**src/rtl/uart_pkg.sv**
```systemverilog
// Shared UART definitions: receiver state encoding, frame width and baud divisor helper.
package uart_pkg;

    localparam int DATA_BITS = 8;

    typedef enum logic [2:0] {
        IDLE,
        START,
        DATA,
        STOP,
        BREAK
    } rx_state_t;

    // Nearest-integer clocks per bit, so the bit period error stays below half a clock.
    function automatic int clks_per_bit(input int clk_hz, input int baud);
        return (clk_hz + baud / 2) / baud;
    endfunction

endpackage

```
**src/rtl/sync_2ff.sv**
```systemverilog
// Two-flop synchronizer for asynchronous inputs; reset value chosen per use (idle level).
module sync_2ff #(
    parameter int               WIDTH   = 1,
    parameter logic [WIDTH-1:0] RST_VAL = '1
) (
    input  logic             clk,
    input  logic             rst,
    input  logic [WIDTH-1:0] d,
    output logic [WIDTH-1:0] q
);

    logic [WIDTH-1:0] meta;

    always_ff @(posedge clk or posedge rst) begin
        if (rst) begin
            meta <= RST_VAL;
            q    <= RST_VAL;
        end else begin
            meta <= d;
            q    <= meta;
        end
    end

endmodule

```
**src/rtl/uart_rx.sv**
```systemverilog
// 8N1 UART receiver: mid-bit sampling, start-glitch rejection, one-entry valid/ready output.
//
// state | meaning
// IDLE  | line idle, waiting for a falling edge on rxs
// START | counting to mid start bit; line high again there means a glitch
// DATA  | sampling 8 data bits LSB first, one per bit period
// STOP  | sampling the stop bit; low means framing error
// BREAK | line held low after a framing error, wait for it to return high
module uart_rx
    import uart_pkg::*;
#(
    parameter int CLK_HZ       = 16_000_000,
    parameter int BAUD         = 115_200,
    parameter int CLKS_PER_BIT = clks_per_bit(CLK_HZ, BAUD)
) (
    input  logic                 clk,
    input  logic                 rst,
    input  logic                 rxd,
    output logic [DATA_BITS-1:0] rx_data,
    output logic                 rx_valid,
    input  logic                 rx_ready,
    output logic                 frame_err,
    output logic                 overrun
);

    localparam int              CW       = $clog2(CLKS_PER_BIT);
    localparam int              HALF     = CLKS_PER_BIT / 2;
    localparam logic [CW-1:0]   CNT_LAST = CW'(CLKS_PER_BIT - 1);
    localparam logic [CW-1:0]   CNT_HALF = CW'(HALF - 1);
    localparam logic [2:0]      IDX_LAST = 3'(DATA_BITS - 1);

    logic                 rxs;
    rx_state_t            state;
    logic [CW-1:0]        cnt;
    logic [2:0]           idx;
    logic [DATA_BITS-1:0] sh;

    sync_2ff #(
        .WIDTH   (1),
        .RST_VAL (1'b1)
    ) u_sync (
        .clk (clk),
        .rst (rst),
        .d   (rxd),
        .q   (rxs)
    );

    always_ff @(posedge clk or posedge rst) begin
        if (rst) begin
            state     <= IDLE;
            cnt       <= '0;
            idx       <= '0;
            sh        <= '0;
            rx_data   <= '0;
            rx_valid  <= 1'b0;
            frame_err <= 1'b0;
            overrun   <= 1'b0;
        end else begin
            frame_err <= 1'b0;
            overrun   <= 1'b0;
            if (rx_valid && rx_ready)
                rx_valid <= 1'b0;

            case (state)
                IDLE: begin
                    if (!rxs) begin
                        cnt   <= '0;
                        state <= START;
                    end
                end
                START: begin
                    if (cnt == CNT_HALF) begin
                        cnt <= '0;
                        if (!rxs) begin
                            idx   <= '0;
                            state <= DATA;
                        end else begin
                            state <= IDLE;
                        end
                    end else begin
                        cnt <= cnt + 1'b1;
                    end
                end
                DATA: begin
                    if (cnt == CNT_LAST) begin
                        cnt <= '0;
                        sh  <= {rxs, sh[DATA_BITS-1:1]};
                        if (idx == IDX_LAST)
                            state <= STOP;
                        else
                            idx <= idx + 1'b1;
                    end else begin
                        cnt <= cnt + 1'b1;
                    end
                end
                STOP: begin
                    if (cnt == CNT_LAST) begin
                        cnt <= '0;
                        if (rxs) begin
                            // A byte being drained this cycle frees the holding register.
                            if (!rx_valid || rx_ready) begin
                                rx_data  <= sh;
                                rx_valid <= 1'b1;
                            end else begin
                                overrun <= 1'b1;
                            end
                            state <= IDLE;
                        end else begin
                            frame_err <= 1'b1;
                            state     <= BREAK;
                        end
                    end else begin
                        cnt <= cnt + 1'b1;
                    end
                end
                BREAK: begin
                    if (rxs)
                        state <= IDLE;
                end
                default: state <= IDLE;
            endcase
        end
    end

endmodule

```
**config.mk**
```make
export PLATFORM = sky130hd
export DESIGN_NAME = uart_rx
export DESIGN_NICKNAME = d
export VERILOG_FILES = /design/src/rtl/uart_pkg.sv /design/src/rtl/sync_2ff.sv /design/src/rtl/uart_rx.sv
export SDC_FILE = /design/constraint.sdc
export NUM_CORES = 1
export LEC_CHECK = 0
export ABC_CLOCK_PERIOD_IN_PS = 6200
export CAP_MARGIN = 10
export CORE_MARGIN = 5
export CORE_UTILIZATION = 60
export DETAILED_ROUTE_END_ITERATION = 8
export HOLD_SLACK_MARGIN = 0.02
export PLACE_DENSITY = 0.82
export SLEW_MARGIN = 15
export SYNTH_ARGS = -nofsm -noshare
export SYNTH_HDL_FRONTEND = slang
export SYNTH_SLANG_ARGS = --single-unit
```
**constraint.sdc**
```tcl
create_clock -name clk -period 6.2 [get_ports clk]
set_clock_uncertainty 0.2 [all_clocks]
set_input_delay 0.93 -clock clk [delete_from_list [all_inputs] [get_ports clk]]
set_output_delay 0.93 -clock clk [all_outputs]
set_load 0.02 [all_outputs]
```
# Yosys cells after proc, flatten, opt, wreduce, memory -nomap -nowiden
# Cells that the tools add are included.
[totals]
inputBits = 4
ff_bits = 35
out_inout_bits = 11
elab_cells = 69
[op_classes]
reduce_logical = 12
add_sub_neg = 2
n_mux = 30
eq_ne = 15
[op_table]
columns = ["operator", "count"]
rows = [
  ["$mux 3", 11],
  ["$mux 8", 3],
  ["$pmux 8 s3", 1],
  ["$pmux 3 s5", 1],
  ["$ne 2x2->1 const B", 7],
  ["$mux 1", 12],
  ["$add 8x1->8 const B", 1],
  ["$eq 8x7->1 const B", 1],
  ["$eq 8x8->1 const B", 1],
  ["$eq 3x2->1 const B", 2],
  ["$eq 3x3->1 const B", 2],
  ["$pmux 3 s2", 1],
  ["$reduce_and 6->1", 1],
  ["$reduce_and 5->1", 1],
  ["$reduce_and 2->1", 2],
  ["$reduce_and 4->1", 1],
  ["$add 3x1->3 const B", 1],
  ["$eq 3x1->1 const B", 1],
  ["$logic_not 3->1", 1],
  ["$reduce_bool 3->1", 1],
  ["$mux 2", 1],
  ["$ne 2x1->1 const B", 1],
  ["$reduce_bool 2->1", 1],
  ["$reduce_or 2->1", 1],
  ["3 further kinds", 3],
]

# Logic depth before layout (Yosys ltp)
# Gate-level depths: netlist of the first run.
[depth]
ltp_word = 6
depth_mapped = 7
mapped_depth_nobuf = 6

# Hierarchy
# A second synthesis of the first run with hierarchy kept.
[unflattened]
hier_cells = 145
area_unflattened_um2 = 1689.1
[modules_own_cells]
columns = ["module", "seq_area_each_um2", "cells_per_inst", "area_per_inst_um2", "n_inst"]
rows = [
  ["uart_rx", 825.8, 142, 1632.8, 1],
  ["sync_2ff", 52.6, 3, 56.3, 1],
]

# Worst setup path before layout of the first run
# OpenSTA, ideal clock, no wires.
[synth_timing]
path_kind = "register -> register"
start = "register cnt[0]"
end = "register idx[0]"
setup_ns = 0.125
arrival_time_ns = 1.792
path_buffers = 0
slack_ns = 4.083
synth_period_minus_slack_ns = 2.117
stages_incl_launch_ff = 7
required_time_ns = 5.875
path_cell_list = "dfrtp_1 inv_1 ha_1 nor4b_4 nand2_1 a222oi_1 mux2_2"
[synth_between]
elab_chain_cells = 3
word_cells_on_any_way = 5
classes_between = "eq/ne (4); reduce/logical (1)"
[synth_lines]
columns = ["item", "line", "source"]
rows = [
  ["start: declaration", "uart_rx.sv:34", "logic [CW-1:0] cnt;"],
  ["start signal: assignment", "uart_rx.sv:81", "cnt <= cnt + 1'b1;"],
  ["start signal: assignment", "uart_rx.sv:93", "cnt <= cnt + 1'b1;"],
  ["start signal: assignment", "uart_rx.sv:113", "cnt <= cnt + 1'b1;"],
  ["$eq 8x8->1 or $eq 8x7->1 (tied branches)", "uart_rx.sv:85, uart_rx.sv:72", ""],
  ["$ne 2x2->1 (no source line)", "n/a", ""],
  ["$reduce_and 5->1 (no source line) *", "n/a", ""],
  ["end signal: assignment", "uart_rx.sv:91", "idx <= idx + 1'b1;"],
  ["end: declaration", "uart_rx.sv:35", "logic [2:0] idx;"],
]
# Mark *: on every way between the ends. The rest lies on a longest branch, timed or not.
# A chain may end at the register's enable or synchronous reset.

# Worst setup path in the final report of the first run
[layout_timing]
start = "input rx_ready"
end = "register rx_data[7]"
[layout_between]
elab_chain_cells = 2
[layout_lines]
columns = ["item", "line", "source"]
rows = [
  ["start: declaration", "uart_rx.sv:21", "input logic rx_ready,"],
  ["$logic_or 1x1->1", "uart_rx.sv:101", "if (!rx_valid || rx_ready) begin"],
  ["$reduce_and 4->1 (no source line)", "n/a", ""],
  ["end signal: assignment", "uart_rx.sv:102", "rx_data <= sh;"],
  ["end: declaration", "uart_rx.sv:19", "output logic [DATA_BITS-1:0] rx_data,"],
]
# No other way between the ends.

==> results of run 1 <==
-- worst max path at each step --
| stage | start | to | slack [ns] | cells after the start |
|---|---|---|---|---|
| after floorplan | cnt[0] | idx[0] | 4.08 | 6 |
| after CTS | cnt[0] | cnt[5] | 3.53 | 6 |
| after global routing | cnt[0] | cnt[5] | 3.49 | 6 |
| after global placement | rx_ready | rx_data[5] | 3.43 | 4 |
| final | rx_ready | rx_data[7] | 3.73 | 4 |
| after detailed placement | rx_ready | rx_data[6] | 3.37 | 4 |
-- flip-flops by register name, summed over array words and instances, names as in the netlist --
name / count
u_sync.meta: 1
frame_err: 1
rx_data: 8
idx: 3
cnt: 8
state: 3
u_sync.q: 1
overrun: 1
sh: 8
rx_valid: 1
-- per-stage QoR --
stage / instances / util [%]
finish: 197 / 69.3
global route: 197 / 69.3
CTS: 197 / 69.3
detailed placement: 189 / 67.4
global placement: 189 / 67.4
floorplan: 150 / -
-- cells by family (layout without fill, tap and decap cells) --
| kind of cell | after synthesis | after routing | synth area share, % |
|---|---|---|---|
| buffers and inverters | 15 | 31 | 4.77 |
| AO/OA/AOI/OAI | 27 | 27 | 10.8 |
| AND/OR/NAND/NOR | 49 | 49 | 16.9 |
| adder cells (fa/ha/maj) | 5 | 5 | 3.67 |
| flip-flops | 35 | 35 | 51.5 |
| multiplexers | 19 | 19 | 12.4 |
-- cell usage in the layout, fill, tap and decap left out, drive strengths merged, types with 2 or more instances in the layout --
cell type and instances:
a22oi 2, mux2 17, nand3 3, o21bai 2, and4 2, mux2i 2
clkdlybuf4s50 14, dfrtp 33, o21ai 5, and3b 2, a21oi 6, nor3 2
nor2b 3, inv 8, ha 5, dfstp 2, nor3b 3, o41ai 2
clkbuf 6, nand2b 4, nor2 10, nand2 15
-- area by class of cell --
class	count	share of cell area (%)
clock buffer	6	2.18
clock inverter	2	0.660
inverter	8	1.58
multi-input combinational	100	39.4
sequential	35	46.3
tap	31	2.05
timing repair buffer	15	7.79
-- report_power, final --
group / total, mW / switching, mW / internal (mW)
clock: 0.118 / 0.0743 / 0.0437
sequential: 0.230 / 0.00113 / 0.229
combinational: 0.00693 / 0.00456 / 0.00236
total: 0.355 / 0.0800 / 0.275
-- metal layers --
| layer | wire, µm | vias up | GRT usage [%] |
|---|---|---|---|
| met5 | 0 | - | 0 |
| met4 | 40 | 0 | 5.45 |
| met3 | 134 | 5 | 5.51 |
| met2 | 1550 | 27 | 30.5 |
| met1 | 1320 | 580 | 21.7 |
| li1 | - | 562 | - |
==> flow_summary.yaml, run 1 <==
run_status:
  outcome: "finished clean"
cts:
  clkSinkCount: 35
  cts_root_buffer: "clkbuf_4"
  tritoncts: "yes"
  numCtsBuffers: 5
  ctsHoldBuffers: 0
  max-clock-path-buffers: 2
  htreeDepth: 2
  clk_pin_slew_ns: 0.11
  clk_latency_ns: 0.34
  cts-resized-gates: 0
  postCtsSetupRepairBufs: 0
final_layout:
  fillers: 219
  multi_input_area_um2: 747
  areaGrowthSynthToFinish_pct: 11.1
  antenna_cells: 0
  drive_gt1_share_pct: 19.9
  nets: 174
  final_cell_area_um2: 1900
  seqCellArea_um2: 878
logic_synthesis:
  synth-seq-area-share_pct: 51.5
  ys.flop_type: "dfrtp_1"
  syn_nets: 159
  syn-cell-area_um2: 1710
  yosys.cell_types.count: 42
  synth.top_cells.by_count: "33 x dfrtp_1, 16 x mux2_2, 15 x nand2_1, 10 x nor2_1, 8 x inv_1"
  yosys_warnings: 0
  avgSynthCellArea_um2: 11.4
  yosysMostFrequentCell: "dfrtp_1"
  yosysTopAreaCellShare_pct: 48.4
  synth_top_cell_by_area: "dfrtp_1"
  synth_cells: 150
  async_flop_share_pct: 100
  ys_ff_latch: 35
  synthTopCellsByArea: "dfrtp_1 48%, mux2_2 11%, ha_1 3.7%"
  synth_edf_count: 0
setup_path:
  max_stage_delay_ns: 0.57
  path_cells: "clkdlybuf4s50_1 > nand2b_1 > nor2b_1 > mux2_2"
  crit_type: "input port to flop"
  cp.arrival_ns: 2.51
  reg2regPathDepth: 6
  rr_endpoint: "cnt[5]"
  crit_path_start_kind: "input port"
  path_buf_inv: 1
  worstPathMaxFanout: 8
  r2r_start: "cnt[0]"
  worstPathRequired_ns: 6.23
  reg2reg_setup_slack_ns: 3.75
  cp_top_family: "simple AND/OR/NAND/NOR gates"
  endpoint_kind: "flop"
  slowest_stage: "nor2b_1"
sta:
  fmax_ghz: 0.405
  hold_viol_final: 0
  worst-slew-pin-transition_ns: 0.990
  max_slew_margin_pct: 34.0
  setup_viol_count_final: 0
  postLayoutSetupSlackWorst_ns: 3.73
  tns_ns: 0
  finalMaxSlewViolations: 0
  rsz0062_at_grt: "false"
  holdWs_ns: 0.174
  finalCritPeriodShare_pct: 39.8
  min_period_ns: 2.47
floorplan:
  pin_count: 15
  rows: 19
  die_h_um: 63.3
  die_area_um2: 4010
  chipWidth_um: 63.3
  fp.coreArea_um2: 2730
  initial_core_util_pct: 62.4
placed_design:
  io_buffers: 14
  gp_congestion: 0.788
  dp_hpwl_um: 2180
  dp_slack_ns: 3.37
  postPlaceCellArea_um2: 1840
pwr:
  p_leak_nw: 0.868
  finalPower_uw: 355
  power_density_nw_per_um2: 188
  max-vdd-ir-drop_uv: 205
global_routing:
  antenna_found_initial: 0
  grt_pass1_vias: 1237
  grt_max_degree: 36
  gr-total-overflow: 0
  groute.usage.overall_pct: 18.0
  grt_pass1_wl_um: 5720
drt:
  drc_errors: 0
  wirelength_um: 3040
  drt_iter0_markers: 50
  wl_per_cell_um: 15.4
  drtPass1Iterations: 4
  viasPerCell: 5.96
  routed-via-count: 1174
  ant_nets: 0
run:
  cap_violations: 0
hold_path:
  hp-class: "flop to flop"
  holdPathEnd: "u_sync.q"
  hold_start: "u_sync.meta"
  holdPathStages: 0
No activity file was read; power rests on OpenSTA's default activity.
==> inputs of run 2 (changes only) <==
ABC_CLOCK_PERIOD_IN_PS = 2400   (was 6200)
CORE_UTILIZATION = 56   (was 60)
PLACE_DENSITY = 0.78   (was 0.82)
clock period = 2.4 ns   (was 6.2 ns; I/O delays follow)
==> flow_summary.yaml, run 2 (same netlist as run 1, synthesis figures left out) <==
global_routing:
  groute.usage.overall_pct: 16.5
  grt_pass1_vias: 1195
  antenna_found_initial: 0
  grt_pass1_wl_um: 5420
  gr-total-overflow: 0
  grt_max_degree: 36
floorplan:
  fp.coreArea_um2: 2980
  die_area_um2: 4250
  die_h_um: 65.2
  pin_count: 15
  rows: 20
  initial_core_util_pct: 57.3
  chipWidth_um: 65.2
setup_path:
  cp.arrival_ns: 2.19
  worstPathRequired_ns: 2.43
  endpoint_kind: "flop"
  slowest_stage: "dfrtp_1"
  crit_type: "flop to flop"
  crit_path_start_kind: "flop"
  worstPathMaxFanout: 6
  max_stage_delay_ns: 0.44
  path_cells: "inv_1 > ha_1 > nor4b_4 > nand2_1 > a222oi_1 > mux2_2"
final_layout:
  top_regs: "cnt x8, rx_data x8, sh x8"
  fin_cells: 203
  nets: 178
  antenna_cells: 0
  mostFrequentLayoutCells: "33 x dfrtp_1, 16 x mux2_2, 15 x nand2_1, 14 x clkdlybuf4s50_1, 10 x nor2_1"
  final_cell_area_um2: 1960
  drive_gt1_share_pct: 22.4
  final_common_cell: "dfrtp_1"
  areaGrowthSynthToFinish_pct: 14.9
sta:
  finalCritPeriodShare_pct: 90.3
  finalMaxSlewViolations: 0
  fmax_ghz: 0.461
  min_period_ns: 2.17
  postLayoutSetupSlackWorst_ns: 0.232
  worst-slew-pin-transition_ns: 0.430
  max_slew_margin_pct: 71.3
  tns_ns: 0
  rsz0062_at_grt: "false"
  hold_viol_final: 0
  setup_viol_count_final: 0
  holdWs_ns: 0.166
run_status:
  outcome: "finished clean"
cts:
  ctsHoldBuffers: 0
  postCtsSetupRepairBufs: 0
  clkSinkCount: 35
  numCtsBuffers: 5
  max-clock-path-buffers: 2
  cts-resized-gates: 0
  htreeDepth: 2
  tritoncts: "yes"
  clk_pin_slew_ns: 0.11
  cts_root_buffer: "clkbuf_4"
  clk_latency_ns: 0.33
pwr:
  p_leak_nw: 0.909
  max-vdd-ir-drop_uv: 240
  power_density_nw_per_um2: 539
placed_design:
  dp_slack_ns: 0.257
  dpl.cell_count: 195
  gp_congestion: 0.809
  postPlaceCellArea_um2: 1870
  dp_hpwl_um: 2260
  io_buffers: 14
drt:
  ant_nets: 0
  routed-via-count: 1177
  drt_iter0_markers: 57
  viasPerCell: 5.80
  wirelength_um: 3140
  drc_errors: 0
  drtPass1Iterations: 4
  wl_per_cell_um: 15.5
run:
  cap_violations: 0
hold_path:
  hp-class: "flop to flop"
==> run 2: changes by cell type in the layout (fill, tap and decap cells not counted) <==
cell	previous run	this run
buf_4	1	5
a21boi_0	0	1
a21boi_1	1	0
bufinv_16	0	1
clkbuf_1	1	0
clkbuf_8	0	1
clkinvlp_4	1	0
==> run 2: power by group <==
part | internal [mW] | leakage (nW) | total [mW] | switching (mW)
Combinational | 0.00609 | 0.393 | 0.0180 | 0.0119
Sequential | 0.593 | 0.467 | 0.595 | 0.00254
Clock | 0.246 | 0.0482 | 0.444 | 0.198
Total | 0.845 | 0.909 | 1.06 | 0.212
==> run 2: per-stage QoR <==
| step | power [mW] | util (%) |
|---|---|---|
| finish | 1.06 | 65.8 |
| detailed placement | 0.625 | 62.9 |
| global route | 1.10 | 65.8 |
| CTS | 1.07 | 65.8 |
| global placement | 0.625 | 62.9 |
| floorplan | 0.617 | - |
==> run 2: path summary, 6_finish.rpt <==
| kind | start | to | slack [ns] | depth (start not counted) |
|---|---|---|---|---|
| max | cnt[0] | idx[0] | 0.23 | 6 |
| min | u_sync.meta | u_sync.q | 0.17 | 0 |
| max reg2reg | cnt[0] | idx[0] | 0.23 | 6 |
| min reg2reg | u_sync.meta | u_sync.q | 0.17 | 0 |
| max in group asynchronous | rst | u_sync.q | 1.45 | 3 |
| min in group asynchronous | rst | cnt[5] | 0.21 | 3 |
==> run 2: layout make-up <==
type                       count  area [µm²]
inverter                       8        30.0
tap                           33        41.3
clock buffer                   6        51.3
fill                         240        1020
multi-input combinational    100         747
sequential                    35         878
clock inverter                 2        35.0
timing repair buffer          19         178
==> run 2: critical path: cells and delay by family (launching register included) <==
family          cells  cell delay (ns)
flops               1             0.44
compound gates      1             0.41
simple gates        2             0.38
mux                 1             0.38
fa+ha+maj           1             0.15
buf+inv             1             0.11
==> run 2: layer usage <==
metal	wire length, µm	up-vias	GRT usage (%)
li1	-	569	-
met1	1420	580	20.6
met2	1550	22	27.8
met3	136	6	4.79
met4	32	0	4.40
met5	0	-	0
==> inputs of run 3 (changes only) <==
SLEW_MARGIN = 20   (was 15)
==> results of run 3 <==
The final DEF is identical to that of run 2; final timing and power are the same.
